$ cat src/rtl/pcie_recirc_pkg.sv
// Shared definitions for the recirculation demux: FSM state encoding and default lane geometry.
package pcie_recirc_pkg;

    localparam int unsigned DEF_DATA_W = 32;
    localparam int unsigned DEF_LANES  = 4;

    typedef enum logic [1:0] {
        ST_IDLE   = 2'd0,
        ST_FWD    = 2'd1,
        ST_RECIRC = 2'd2
    } state_e;

endpackage

$ cat src/rtl/recirc_lane_route.sv
// One lane of the registered 1-to-2 router: steers a valid word to the forward or recirculation side.
module recirc_lane_route
    import pcie_recirc_pkg::*;
#(
    parameter int unsigned DATA_W = DEF_DATA_W
) (
    input  logic              clk,
    input  logic              reset_L,
    input  logic [DATA_W-1:0] din,
    input  logic              valid_in,
    input  logic              active_in,
    output logic [DATA_W-1:0] out_demux,
    output logic              valid_demux,
    output logic [DATA_W-1:0] out_block,
    output logic              valid_block
);

    logic [DATA_W-1:0] data_gated;
    logic [DATA_W-1:0] demux_d, block_d;
    logic              vdemux_d, vblock_d;

    // Gate data on valid so an invalid lane never leaks din (including X) to either side.
    always_comb begin
        data_gated = valid_in ? din : '0;
        demux_d    = active_in ? data_gated : '0;
        block_d    = active_in ? '0 : data_gated;
        vdemux_d   = valid_in & active_in;
        vblock_d   = valid_in & ~active_in;
    end

    always_ff @(posedge clk or negedge reset_L) begin
        if (!reset_L) begin
            out_demux   <= '0;
            valid_demux <= 1'b0;
            out_block   <= '0;
            valid_block <= 1'b0;
        end else begin
            out_demux   <= demux_d;
            valid_demux <= vdemux_d;
            out_block   <= block_d;
            valid_block <= vblock_d;
        end
    end

endmodule

$ cat src/rtl/recirc_demux_lanes.sv
// Multi-lane registered recirculation demux with routing FSM, saturating recirculation streak
// counter and sticky overflow flag for stalled-downstream detection.
module recirc_demux_lanes
    import pcie_recirc_pkg::*;
#(
    parameter int unsigned DATA_W     = DEF_DATA_W,
    parameter int unsigned LANES      = DEF_LANES,
    parameter int unsigned MAX_RECIRC = 8,
    localparam int unsigned CNT_W     = $clog2(MAX_RECIRC + 1)
) (
    input  logic                    clk,
    input  logic                    reset_L,
    input  logic [LANES*DATA_W-1:0] din,
    input  logic [LANES-1:0]        valid_in,
    input  logic                    active_in,
    output logic [LANES*DATA_W-1:0] out_demux,
    output logic [LANES-1:0]        valid_demux,
    output logic [LANES*DATA_W-1:0] out_block,
    output logic [LANES-1:0]        valid_block,
    output logic [CNT_W-1:0]        recirc_cnt,
    output logic                    overflow,
    output logic [1:0]              state
);

    localparam logic [CNT_W-1:0] CNT_MAX = CNT_W'(MAX_RECIRC);

    for (genvar g = 0; g < LANES; g++) begin : g_lane
        recirc_lane_route #(.DATA_W(DATA_W)) u_route (
            .clk         (clk),
            .reset_L     (reset_L),
            .din         (din[g*DATA_W +: DATA_W]),
            .valid_in    (valid_in[g]),
            .active_in   (active_in),
            .out_demux   (out_demux[g*DATA_W +: DATA_W]),
            .valid_demux (valid_demux[g]),
            .out_block   (out_block[g*DATA_W +: DATA_W]),
            .valid_block (valid_block[g])
        );
    end

    state_e           state_q, state_d;
    logic [CNT_W-1:0] cnt_q, cnt_d;
    logic             ovf_q, ovf_d;
    logic             any_valid;

    // Idle cycles hold the streak; only a forward with at least one valid lane clears it.
    always_comb begin
        state_d   = ST_IDLE;
        cnt_d     = cnt_q;
        any_valid = |valid_in;
        if (any_valid && active_in) begin
            state_d = ST_FWD;
            cnt_d   = '0;
        end else if (any_valid) begin
            state_d = ST_RECIRC;
            if (cnt_q != CNT_MAX) begin
                cnt_d = cnt_q + CNT_W'(1);
            end
        end
        ovf_d = ovf_q | (cnt_d == CNT_MAX);
    end

    always_ff @(posedge clk or negedge reset_L) begin
        if (!reset_L) begin
            state_q <= ST_IDLE;
            cnt_q   <= '0;
            ovf_q   <= 1'b0;
        end else begin
            state_q <= state_d;
            cnt_q   <= cnt_d;
            ovf_q   <= ovf_d;
        end
    end

    assign recirc_cnt = cnt_q;
    assign overflow   = ovf_q;
    assign state      = state_q;

endmodule
$ cat config.mk
export PLATFORM = sky130hd
export DESIGN_NAME = recirc_demux_lanes
export DESIGN_NICKNAME = d
export VERILOG_FILES = /design/src/rtl/pcie_recirc_pkg.sv /design/src/rtl/recirc_lane_route.sv /design/src/rtl/recirc_demux_lanes.sv
export SDC_FILE = /design/constraint.sdc
export NUM_CORES = 1
export LEC_CHECK = 0
export CAP_MARGIN = 25
export CORE_UTILIZATION = 38
export CTS_CLUSTER_SIZE = 25
export DETAILED_ROUTE_END_ITERATION = 8
export GPL_TIMING_DRIVEN = 0
export PLACE_DENSITY_LB_ADDON = 0.12
export SLEW_MARGIN = 20
export SYNTH_ARGS = -nofsm -noshare
export SYNTH_HDL_FRONTEND = slang
export SYNTH_HIERARCHICAL = 1
export SYNTH_SLANG_ARGS = --single-unit
$ cat constraint.sdc
create_clock -name clk -period 1.5 [get_ports clk]
set_clock_uncertainty 0.15 [all_clocks]
set_input_delay 0.15 -clock clk [delete_from_list [all_inputs] [get_ports clk]]
set_output_delay 0.15 -clock clk [all_outputs]
set_load 0.1 [all_outputs]
==> out/metrics.yaml <==
synthesis:
  netlist_instances: 618
  post_synth_fa_ha_maj_area_fraction_pct: 0.265
  synth_area_per_cell_um2: 15.3
  synth-simple-area-share_pct: 21.7
  yosysWarnings: 6
  syn-num-nets: 755
  synth_xor_area_share_pct: 0
  yosysTopAreaCell: "dfrtp_1"
  ys_types: 26
  syn_area_um2: 9450
  yosysSeqAreaShare_pct: 71.8
  synth_top_family_by_area: "simple AND/OR/NAND/NOR gates"
  synth-compound-area-share_pct: 0.702
  synth_top_area_share_pct: 71.8
  synthTopCellsByArea: "dfrtp_1, and3b_1, and3_1"
  synth-seq-cells: 271
  synthMuxAreaShare_pct: 0
route:
  vias_per_cell: 4.65
  wl_per_cell_um: 19.2
  first_pass_iters: 4
  route.detailed.drc: 0
  antenna_left: 0
  drt_iter0_markers: 219
  num_vias: 6611
  wl_mm: 27.4
final_layout:
  fin_cells: 1423
  area_growth_pct: 56.5
  drive_above_1_share_pct: 35.6
  fin_nets: 1212
  final_area_um2: 14800
worst_setup_path:
  end_kind: "flop"
  path_depth: 6
  crit_fanout: 5
  path_cells: "inv_2, ha_4, nand2_2, nand3b_1, o31ai_2, o41ai_2"
  r2r_end: "overflow"
  rr_startpoint: "recirc_cnt[1]"
  arrival_ps: 1860
  required_ps: 1780
  ff2ff_setup_slack_ps: -80
  cp_num_buf_inv: 1
  critPathTopFamily: "flip-flops"
  worst_setup_path_start_kind: "flop"
  max_stage_delay_ps: 520
  crit_slowest_cell: "dfrtp_4"
  reg2regPathDepth: 6
  path_class: "reg -> reg"
clock_tree:
  cts.sinks: 271
  htreeDepth: 1
  numCtsBuffers: 29
  clkTransAtPathRegs_ps: 60
  clkLatencyLatePin_ps: 530
  tritoncts: "built"
  clk_path_buf_depth: 3
  root_buffer: "clkbuf_16"
place:
  dp_cells: 1348
  place_area_um2: 14000
  gp_congestion: 0.755
  post-dp-hpwl_mm: 19.4
  port-buffer-count: 404
power:
  p_leak_nw: 8.25
  power_density_nw_per_um2: 1270
  total_power_w: 0.0188
  vdd_drop_max_v: 0.000867
global_routing:
  track_usage_pct: 21.6
  grt_pass1_wl_mm: 42.3
  grt-ovfl-total: 0
  grt_max_degree: 99
  grt_pass1_vias: 7023
  antenna_found_initial: 3
timing:
  min_period_ps: 1580
  rsz0062_at_grt: "true"
  setup_slack_ps: -79.1
  worst_slew_pin_slew_ps: 642
  relSlewSlack_pct: 57.2
  whs_ps: 19.9
  drv_slew: 0
  fmax_mhz: 633
  finalHoldViolations: 0
  min_period_over_period_pct: 105
  setup_viol: 4
  final.setup.tns_ps: -206
min_path:
  min_to: "g_lane[2].u_route/out_demux[12]"
  hold_class: "in -> reg"
  hold_path_depth: 2
  worstHoldStart: "active_in"
die:
  design.portCount: 406
  core-area_um2: 24400
  die_y_um: 160
  die-width_um: 160
  start_util_pct: 38.8
  die_area_um2: 25500
  row_count: 57
outcome:
  outcome: "finished, violations left"
  violations: "setup timing"
job:
  maxCapViolations: 0
-- power breakdown --
| part | switching (W) | internal, W |
|---|---|---|
| clock network | 0.00289 | 0.00426 |
| logic | 0.00288 | 0.00109 |
| registers | 0.000114 | 0.00760 |
| total | 0.00588 | 0.0130 |
-- registers in the layout, indices dropped and copies added, names as in the netlist --
name and flops:
recirc_cnt 4, g_lane.u_route/out_block 128, g_lane.u_route/valid_demux 4, g_lane.u_route/out_demux 128, overflow 1, g_lane.u_route/valid_block 4
state 2
-- cell usage in the layout, fill, tap and decap left out, types with 8 or more instances in the layout --
master           count
clkbuf_16           29
and3b_1            129
buf_6              102
dfrtp_1            267
clkinv_2             9
buf_2                8
clkdlybuf4s50_1    132
and3_1             128
dlygate4sd3_1       15
buf_4              209
clkbuf_1            13
-- metrics by stage --
| stage | util (%) | setup WS, ps |
|---|---|---|
| 5_1_grt | 60.7 | -183 |
| 3_3_place_gp | 57.2 | -13090 |
| 3_5_place_dp | 57.4 | -796 |
| 6_report | 60.7 | -79.1 |
| 2_1_floorplan | - | -174 |
| 4_1_cts | 59.8 | -79.4 |
-- cell usage after synthesis (all sizes together) --
master,number
o31ai,1
dfrtp,271
and2,4
nand3,1
o41ai,1
and3b,129
nand3b,1
and2b,1
nor2b,4
nand2,2
and3,128
clkbuf,9
ha,2
buf,48
nor4,2
a211oi,1
a31oi,1
inv,4
o32ai,1
nand2b,1
nor2,3
o21ai,3
-- cell families (layout without fill, tap and decap cells) --
family,after synthesis,count (layout)
compound gates,8,8
other cells,0,2
fa+ha+maj,2,2
buf+inv,61,540
simple gates,276,276
flops,271,271
-- per-layer routing --
| layer | routed length, µm | GRT usage, % | vias to the layer above |
|---|---|---|---|
| li1 | - | - | 3042 |
| met5 | 12 | 0.379 | - |
| met2 | 14100 | 37.7 | 267 |
| met4 | 520 | 5.81 | 2 |
| met3 | 2370 | 6.60 | 35 |
| met1 | 10400 | 25.7 | 3265 |
-- what timing repair did --
item	4_1_cts	5_1_grt
setup endpoints to repair	273	61
resized for setup	1652	54
buffers inserted	5	0
endpoints found under the hold margin	338	0
hold buffers	15	0
pin swaps	1	1
-- how the worst max path moves through the flow --
stage / slack (ps) / startpoint / endpoint
2_1_floorplan: -170 / recirc_cnt[1] / overflow
3_3_place_gp: -13090 / reset_L / recirc_cnt[0]
3_5_place_dp: -800 / valid_in[3] / overflow
4_1_cts: -80 / recirc_cnt[0] / recirc_cnt[0]
5_1_grt: -180 / recirc_cnt[1] / overflow
6_report: -80 / recirc_cnt[1] / overflow
-- cell type report --
type | instances | area, µm²
inverters | 4 | 17.5
clock inverters | 16 | 168
plain buffers | 57 | 509
clock buffers | 37 | 796
flip-flops and latches | 271 | 6790
repair buffers | 426 | 3910
well taps | 324 | 405
diodes | 2 | 5.00
multi-input cells | 286 | 2190
fillers | 2027 | 9600
(Power assumes the default switching activity.)
